<file path="config.mk">
export PLATFORM = sky130hd
export DESIGN_NAME = instr_fetch_queue_flat
export DESIGN_NICKNAME = d
export VERILOG_FILES = /design/src/rtl/instr_fetch_queue_if.sv /design/src/rtl/instr_fetch_queue.sv /design/src/flat_wrapper.sv
export SDC_FILE = /design/constraint.sdc
export NUM_CORES = 1
export LEC_CHECK = 0
export ABC_AREA = 1
export CAP_MARGIN = 5
export CORE_MARGIN = 5
export CORE_UTILIZATION = 40
export CTS_CLUSTER_DIAMETER = 30
export DETAILED_ROUTE_END_ITERATION = 10
export GPL_TIMING_DRIVEN = 0
export PLACE_DENSITY = 0.66
export SYNTH_ARGS = -nofsm -noshare
export SYNTH_HDL_FRONTEND = slang
export SYNTH_SLANG_ARGS = --single-unit
</file>
<file path="constraint.sdc">
create_clock -name clk -period 3.9 [get_ports clk]
set_input_delay 0.39 -clock clk [delete_from_list [all_inputs] [get_ports clk]]
set_output_delay 0.39 -clock clk [all_outputs]
set_load 0.05 [all_outputs]
</file>
<file path="src/rtl/instr_fetch_queue_if.sv">
// Fetch-queue bus bundle: PC-stage handshake, imem request/response, decode output.
// slave is the queue's own view; master is the surrounding pipeline / memory.
interface instr_fetch_queue_if #(
  parameter int XLEN = 32
);
  logic            pc_valid;
  logic [XLEN-1:0] pc_addr;
  logic            pc_ready;
  logic            flush;
  logic            imem_req;
  logic [XLEN-1:0] imem_addr;
  logic            imem_gnt;
  logic            imem_rvalid;
  logic [XLEN-1:0] imem_rdata;
  logic            if_valid;
  logic [XLEN-1:0] if_pc;
  logic [XLEN-1:0] if_instr;
  logic            if_ready;

  modport slave (
    input  pc_valid, pc_addr, flush, imem_gnt, imem_rvalid, imem_rdata, if_ready,
    output pc_ready, imem_req, imem_addr, if_valid, if_pc, if_instr
  );

  modport master (
    output pc_valid, pc_addr, flush, imem_gnt, imem_rvalid, imem_rdata, if_ready,
    input  pc_ready, imem_req, imem_addr, if_valid, if_pc, if_instr
  );
endinterface

</file>
<file path="src/rtl/instr_fetch_queue.sv">
// Instruction fetch queue: credit-limited imem requests, in-order responses into a {pc,instr} FIFO.
// Optional IFQ_BYPASS_EN: a kept response into an empty FIFO is presented to decode in the same cycle.
module instr_fetch_queue #(
  parameter int DEPTH   = 4,
  parameter int MAX_OUT = 2,
  parameter int XLEN    = 32
) (
  input  logic               clk,
  input  logic               rstn,
  instr_fetch_queue_if.slave bus
);
  localparam int FAW = $clog2(DEPTH);
  localparam int FCW = $clog2(DEPTH + 1);
  localparam int PAW = (MAX_OUT > 1) ? $clog2(MAX_OUT) : 1;
  localparam int OCW = $clog2(MAX_OUT + 1);

  typedef struct packed {
    logic [XLEN-1:0] pc;
    logic [XLEN-1:0] instr;
  } ifq_ent_t;

  ifq_ent_t        fifo_q [DEPTH];
  logic [XLEN-1:0] ppc_q  [MAX_OUT];
  logic [FAW-1:0]  frd_q, frd_d, fwr_q, fwr_d;
  logic [FCW-1:0]  fcnt_q, fcnt_d;
  logic [PAW-1:0]  prd_q, prd_d, pwr_q, pwr_d;
  logic [OCW-1:0]  out_q, out_d, disc_q, disc_d;
  logic [FCW:0]    used;
  logic            space, accept, rsp, keep, push, pop;

  function automatic logic [PAW-1:0] pinc(input logic [PAW-1:0] p);
    return (p == PAW'(MAX_OUT - 1)) ? '0 : p + PAW'(1);
  endfunction

  // Outstanding requests reserve FIFO slots, so responses always find room.
  always_comb begin
    used  = (FCW+1)'(out_q) + (FCW+1)'(fcnt_q);
    space = (used < (FCW+1)'(DEPTH)) && (out_q < OCW'(MAX_OUT));
  end

  assign bus.imem_req  = bus.pc_valid && space && !bus.flush;
  assign bus.imem_addr = bus.pc_addr;
  assign accept        = bus.imem_req && bus.imem_gnt;
  assign bus.pc_ready  = accept;
  assign rsp           = bus.imem_rvalid && (out_q != '0);
  assign keep          = rsp && (disc_q == '0) && !bus.flush;

`ifdef IFQ_BYPASS_EN
  logic byp;
  assign byp          = keep && (fcnt_q == '0);
  assign bus.if_valid = (fcnt_q != '0) || byp;
  assign bus.if_pc    = byp ? ppc_q[prd_q] : fifo_q[frd_q].pc;
  assign bus.if_instr = byp ? bus.imem_rdata : fifo_q[frd_q].instr;
  assign push         = keep && !(byp && bus.if_ready);
`else
  assign bus.if_valid = fcnt_q != '0;
  assign bus.if_pc    = fifo_q[frd_q].pc;
  assign bus.if_instr = fifo_q[frd_q].instr;
  assign push         = keep;
`endif
  assign pop = (fcnt_q != '0) && bus.if_ready && !bus.flush;

  always_comb begin
    out_d  = out_q + OCW'(accept) - OCW'(rsp);
    disc_d = disc_q;
    // Every request still in flight after a redirect belongs to the old path.
    if (bus.flush)                 disc_d = out_d;
    else if (rsp && disc_q != '0)  disc_d = disc_q - OCW'(1);
    pwr_d  = accept ? pinc(pwr_q) : pwr_q;
    prd_d  = rsp    ? pinc(prd_q) : prd_q;
    frd_d  = frd_q;
    fwr_d  = fwr_q;
    fcnt_d = fcnt_q;
    if (bus.flush) begin
      frd_d  = '0;
      fwr_d  = '0;
      fcnt_d = '0;
    end else begin
      if (push) fwr_d = fwr_q + FAW'(1);
      if (pop)  frd_d = frd_q + FAW'(1);
      fcnt_d = fcnt_q + FCW'(push) - FCW'(pop);
    end
  end

  always_ff @(posedge clk or negedge rstn) begin
    if (!rstn) begin
      frd_q  <= '0;
      fwr_q  <= '0;
      fcnt_q <= '0;
      prd_q  <= '0;
      pwr_q  <= '0;
      out_q  <= '0;
      disc_q <= '0;
    end else begin
      frd_q  <= frd_d;
      fwr_q  <= fwr_d;
      fcnt_q <= fcnt_d;
      prd_q  <= prd_d;
      pwr_q  <= pwr_d;
      out_q  <= out_d;
      disc_q <= disc_d;
    end
  end

  always_ff @(posedge clk or negedge rstn) begin
    if (!rstn) begin
      for (int i = 0; i < DEPTH; i++)   fifo_q[i] <= '0;
      for (int i = 0; i < MAX_OUT; i++) ppc_q[i]  <= '0;
    end else begin
      if (push)   fifo_q[fwr_q] <= '{pc: ppc_q[prd_q], instr: bus.imem_rdata};
      if (accept) ppc_q[pwr_q]  <= bus.pc_addr;
    end
  end
endmodule

</file>
<file path="src/flat_wrapper.sv">
// flat-port wrapper written by rule: the top's interface ports become plain ports
module instr_fetch_queue_flat 
#(
  parameter int DEPTH   = 4,
  parameter int MAX_OUT = 2,
  parameter int XLEN    = 32
)
  (clk, rstn, bus_pc_valid, bus_pc_addr, bus_flush, bus_imem_gnt, bus_imem_rvalid, bus_imem_rdata, bus_if_ready, bus_pc_ready, bus_imem_req, bus_imem_addr, bus_if_valid, bus_if_pc, bus_if_instr);
  instr_fetch_queue_if #(.XLEN(XLEN)) bus_i ();
  input  logic clk;
  input  logic rstn;
  input wire logic [$bits(bus_i.pc_valid)-1:0] bus_pc_valid;
  input wire logic [$bits(bus_i.pc_addr)-1:0] bus_pc_addr;
  input wire logic [$bits(bus_i.flush)-1:0] bus_flush;
  input wire logic [$bits(bus_i.imem_gnt)-1:0] bus_imem_gnt;
  input wire logic [$bits(bus_i.imem_rvalid)-1:0] bus_imem_rvalid;
  input wire logic [$bits(bus_i.imem_rdata)-1:0] bus_imem_rdata;
  input wire logic [$bits(bus_i.if_ready)-1:0] bus_if_ready;
  output wire logic [$bits(bus_i.pc_ready)-1:0] bus_pc_ready;
  output wire logic [$bits(bus_i.imem_req)-1:0] bus_imem_req;
  output wire logic [$bits(bus_i.imem_addr)-1:0] bus_imem_addr;
  output wire logic [$bits(bus_i.if_valid)-1:0] bus_if_valid;
  output wire logic [$bits(bus_i.if_pc)-1:0] bus_if_pc;
  output wire logic [$bits(bus_i.if_instr)-1:0] bus_if_instr;
  assign bus_i.pc_valid = bus_pc_valid;
  assign bus_i.pc_addr = bus_pc_addr;
  assign bus_i.flush = bus_flush;
  assign bus_i.imem_gnt = bus_imem_gnt;
  assign bus_i.imem_rvalid = bus_imem_rvalid;
  assign bus_i.imem_rdata = bus_imem_rdata;
  assign bus_i.if_ready = bus_if_ready;
  assign bus_pc_ready = bus_i.pc_ready;
  assign bus_imem_req = bus_i.imem_req;
  assign bus_imem_addr = bus_i.imem_addr;
  assign bus_if_valid = bus_i.if_valid;
  assign bus_if_pc = bus_i.if_pc;
  assign bus_if_instr = bus_i.if_instr;
  instr_fetch_queue #(.DEPTH(DEPTH), .MAX_OUT(MAX_OUT), .XLEN(XLEN)) u_core (.clk(clk), .rstn(rstn), .bus(bus_i));
endmodule
</file>
# Word level (Yosys, flattened, before mapping)
# Cells that the tools add are included.
# W data, S select, Z words.
# totals
register_bits	333
latchBits	0
ramBits	0
mem_bits_ro	0
input_bits	71
output_inout_bits	99
word_cells	80
mem_count	0
# op_classes
n_addsub	10
n_mul	0
div	0
n_lt_le_gt_ge	8
eq_ne	0
shifts	0
n_mux	21
n_bitwise	4
reduce_logical	20
# op_table
cell	count
$bwmux W256	1
$mux W64	3
$bmux W64 S2	1
$demux W64 S2	1
$mux W32	4
$bwmux W64	1
$demux W32 S1	1
$logic_and A1 B1 Y1	12
$mux W2	6
$reduce_bool A2 Y1	5
$ge A3 B3 Y1 const B	2
$not A2 Y3	2
$add A2 B1 Y2 const B	2
$add A2 B3 Y4	1
$ge A2 B2 Y1 const B	2
$lt A4 B3 Y1 const B	1
$not A1 Y2	2
$add A3 B1 Y3	1
$lt A3 B1 Y1 const B	1
$mux W3	1
$reduce_bool A3 Y1	1
$sub A3 B1 Y3	1
$add A1 B1 Y1 const B	2
$add A2 B1 Y2	1
other kinds (7)	8

# Longest topological paths before layout
# logic_depth
word_depth	9
ltp_mapped	14
depth_no_buf	13

# Worst setup path before layout
# Ideal clock, no wire load.
# synth_timing
path_kind	reg2out
startpoint	register u_core.frd_q[0]
endpoint	output bus_if_instr[10]
arrival_time_ns	1.930
required_time_ns	3.510
setup_slack_ns	1.580
path_stages_with_launch	7
path_buffers	3
path_cell_list	dfrtp_1 > buf_2 > inv_1 > buf_2 > clkbuf_1 > o21ai_0 > o22ai_1
# synth_via
elab_chain_cells	4
# synth_lines
element	line	text
start, declared	instr_fetch_queue.sv:24	logic [FAW-1:0] frd_q, frd_d, fwr_q, fwr_d;
start signal, assigned	instr_fetch_queue.sv:95	frd_q <= frd_d;
$not A2 Y3 (implied by the code)	instr_fetch_queue.sv:58	assign bus.if_instr = fifo_q[frd_q].instr;
$bmux W64 S2	instr_fetch_queue.sv:58	
$mux W64 (2 in series)	--	
end, declared	flat_wrapper.sv:24	output wire logic [$bits(bus_i.if_instr)-1:0] bus_if_instr;
# No other way between the ends. The select of a mux whose other input is x is not followed.

# Worst setup path after layout
# layout_timing
startpoint	register u_core.frd_q[1]
endpoint	output bus_if_pc[12]
# layout_via
elab_chain_cells	4
# layout_lines
element	line	text
$not A2 Y3 (implied by the code)	instr_fetch_queue.sv:57	assign bus.if_pc = fifo_q[frd_q].pc;
$bmux W64 S2	instr_fetch_queue.sv:57	
$mux W64 (implied by the code) (2 in series)	instr_fetch_queue.sv:57	
end, declared	flat_wrapper.sv:23	output wire logic [$bits(bus_i.if_pc)-1:0] bus_if_pc;
# No other way between the ends. The select of a mux whose other input is x is not followed.

==> results.py <==
metrics = {
    "critical_path": {
        "rr_endpoint": "u_core.fcnt_q[2]",
        "critPathLaunchType": "flop",
        "crit_slowest_cell": "clkdlybuf4s50_1",
        "reg2reg_depth": 11,
        "cp_cell_sequence": "inv_1 > clkbuf_1 > clkbuf_1 > o21ai_0 > o22ai_1 > clkdlybuf4s50_1",
        "endpoint_kind": "output pin",
        "worstPathMaxFanout": 10,
        "rrSetupSlack_ns": 1.21,
        "crit_path_frequent_cell": "clkbuf_1",
        "max_stage_delay_ns": 0.87,
        "crit_type": "reg2out",
        "cp.required_ns": 3.51,
        "cpLargestDelayFamily": "buffers and inverters",
        "crit_arrival_ns": 3.37,
        "r2r-start": "u_core.disc_q[0]",
        "cp_num_buf_inv": 4,
    },
    "yosys": {
        "ys_types": 22,
        "synth_warnings": 0,
        "synth.cell_area_um2": 15900,
        "synth_fp_nets": 2072,
        "synth_cells": 1990,
        "ys_seq_elements": 333,
        "syn_area_per_cell_um2": 8.01,
        "seq_area_frac_synth": 0.523,
    },
    "grt": {
        "grtUsageTotal": 0.235,
        "grt_overflow": 0,
        "grt_pass1_wl_um": 83700,
        "grt_max_degree": 124,
        "first_global_vias": 15500,
        "grt_antenna_before_repair": 0,
    },
    "placement": {
        "dp_hpwl_um": 35500,
        "port-buffer-count": 168,
        "place.gp.congestion": 0.864,
        "post-place-ws_ns": 0.715,
        "dp.cells": 2685,
    },
    "flow_run": {
        "cap_violations": 0,
    },
    "cts": {
        "cts_tree": "yes",
        "post_cts_buffers": 0,
        "path_clk_slew_ns": 0.04,
        "cts_buffer_depth": 3,
        "numCtsBuffers": 77,
        "h-tree-depth": 3,
        "clkSinkCount": 333,
        "cts_root_buf": "clkbuf_16",
        "insertion_delay_ns": 0.57,
    },
    "finish": {
        "multiInputGateArea_um2": 6340,
        "nNetsFinal": 2321,
        "area_delta_synth_final_pct": 31.4,
        "layout_commonest_cell": "nand2_1",
        "fillCellCount": 3635,
        "finish.utilization": 0.530,
        "stdcell_count": 2825,
        "layout-drive-gt1-share": 0.104,
        "layout_common_cells": "nand2_1 (695), dfrtp_1 (333), nand3_1 (264)",
        "seq_area_um2": 8330,
    },
    "floorplanning": {
        "core_um2": 39500,
        "die-area_um2": 44000,
        "die_w_um": 210,
        "initial_core_util": 0.403,
        "rows": 73,
        "io_pins": 170,
        "die_h_um": 210,
    },
    "power": {
        "p_leak_nw": 10.7,
        "power.density_nw_per_um2": 909,
        "peakVddDrop_v": 0.000442,
    },
    "timing": {
        "slew_headroom": 0.272,
        "setup_ws_ns": 0.145,
        "finalCritPeriodShare": 0.963,
        "hold_ws_ns": 0.145,
        "rsz0062_at_grt": "false",
        "timing.fmax_mhz": 266,
        "finalSetupViolCount": 0,
        "fin_skew_ns": 0.0325,
        "worstMarginPinSlew_ns": 1.08,
        "finalCriticalPeriod_ns": 3.76,
        "slew_violations": 0,
        "hold_violations": 0,
    },
    "routing": {
        "dr.pass1.iters": 7,
        "via_per_inst": 5.40,
        "drt_wl_total_um": 52500,
        "drt_iter0_drc": 1337,
        "postRouteAntennaNets": 0,
        "wire_per_inst_um": 18.6,
        "num_vias": 15300,
        "drc_errors": 0,
    },
    "status": {
        "status": "finished, final reports clean",
    },
    "min_path": {
        "hold_end": "u_core.fcnt_q[0]",
        "hold_path_class": "in2reg",
        "hold_depth": 2,
        "min_from": "bus_flush",
    },
}
## metrics by stage
step / total power, mW / cell area [um2] / TNS, ns
2_1_floorplan: 9.73 / 15900 / 0
3_3_place_gp: 12.5 / 18300 / -4032.18
3_5_place_dp: 12.6 / 18300 / 0
4_1_cts: 19.1 / 20900 / 0
5_1_grt: 20.0 / 20900 / 0
6_report: 19.0 / 20900 / 0
## Yosys cell counts
cell type / count / area share
buf_1: 4 / 0.00094
buf_2: 38 / 0.012
buf_4: 34 / 0.016
buf_6: 24 / 0.017
clkbuf_1: 91 / 0.021
clkinv_1: 1 / 0.00024
dfrtp_1: 333 / 0.52
fa_1: 1 / 0.0013
ha_1: 10 / 0.0078
inv_1: 53 / 0.012
nand2_1: 695 / 0.16
nand2_2: 1 / 0.00039
nand3_1: 264 / 0.083
nand4_1: 65 / 0.026
nand4_2: 4 / 0.0031
nor2_1: 135 / 0.032
nor2_2: 1 / 0.00039
nor3_4: 1 / 0.0010
o21ai_0: 167 / 0.052
o22ai_1: 64 / 0.025
xnor2_1: 2 / 0.0011
xor2_1: 2 / 0.0011
## flip-flops by register name, summed over array words and instances, names as in the netlist
register and flops:
u_core.fwr_q 2, u_core.fifo_q 256, u_core.disc_q 2, u_core.ppc_q 64, u_core.frd_q 2, u_core.prd_q 1
u_core.pwr_q 1, u_core.fcnt_q 3, u_core.out_q 2
## worst max path at each step
stage / startpoint / to / slack [ns] / cells past startpoint
floorplan: u_core.frd_q[0] / bus_if_instr[10] / 1.58 / 6
global placement: rstn / u_core.ppc_q[41] / -12.14 / 1
detailed placement: u_core.frd_q[0] / bus_if_pc[16] / 0.72 / 7
CTS: u_core.frd_q[0] / bus_if_pc[18] / 0.1 / 7
global route: u_core.frd_q[1] / bus_if_pc[16] / 0.04 / 5
finish: u_core.frd_q[1] / bus_if_pc[12] / 0.14 / 6
## cell families (layout without fill, tap and decap cells)
family / Yosys count / count (layout) / synth area share
DFF: 333 / 333 / 0.523
and+or+nand+nor: 1166 / 1166 / 0.309
adders and majority gates: 11 / 11 / 0.00910
AOI/OAI and AO/OA: 231 / 231 / 0.0775
xor gates and xnor gates: 4 / 4 / 0.00220
buffers and inverters: 245 / 554 / 0.0800
other: 0 / 1 / 0
## power by group
group	switching (mW)	internal, mW
sequential	0.475	4.33
clock	2.13	4.27
combinational	5.60	2.24
total	8.20	10.8
## area by class of cell
class                           instances  area share
Clock inverter                         50      0.0272
Tap cell                              525      0.0314
Antenna cell                            1    0.000119
Clock buffer                           89      0.0965
Multi-Input combinational cell       1412       0.303
Buffer                                190      0.0511
Inverter                               54     0.00968
Sequential cell                       333       0.398
Timing Repair Buffer                  171      0.0836
## repair_timing
action,4_1_cts,5_1_grt
resized for setup,0,4
endpoints found under the hold margin,94,0
setup endpoints to repair,0,3
hold buffers,1,0
## per-layer routing
layer  wire [um]  GRT usage  up-vias
met2       24100      0.374      743
met4        2080      0.101        0
met3        4530     0.0537      143
li1            -          -     7048
met1       21800      0.310     7327
met5           0          0        -
Power figures use the tool's default switching activity.
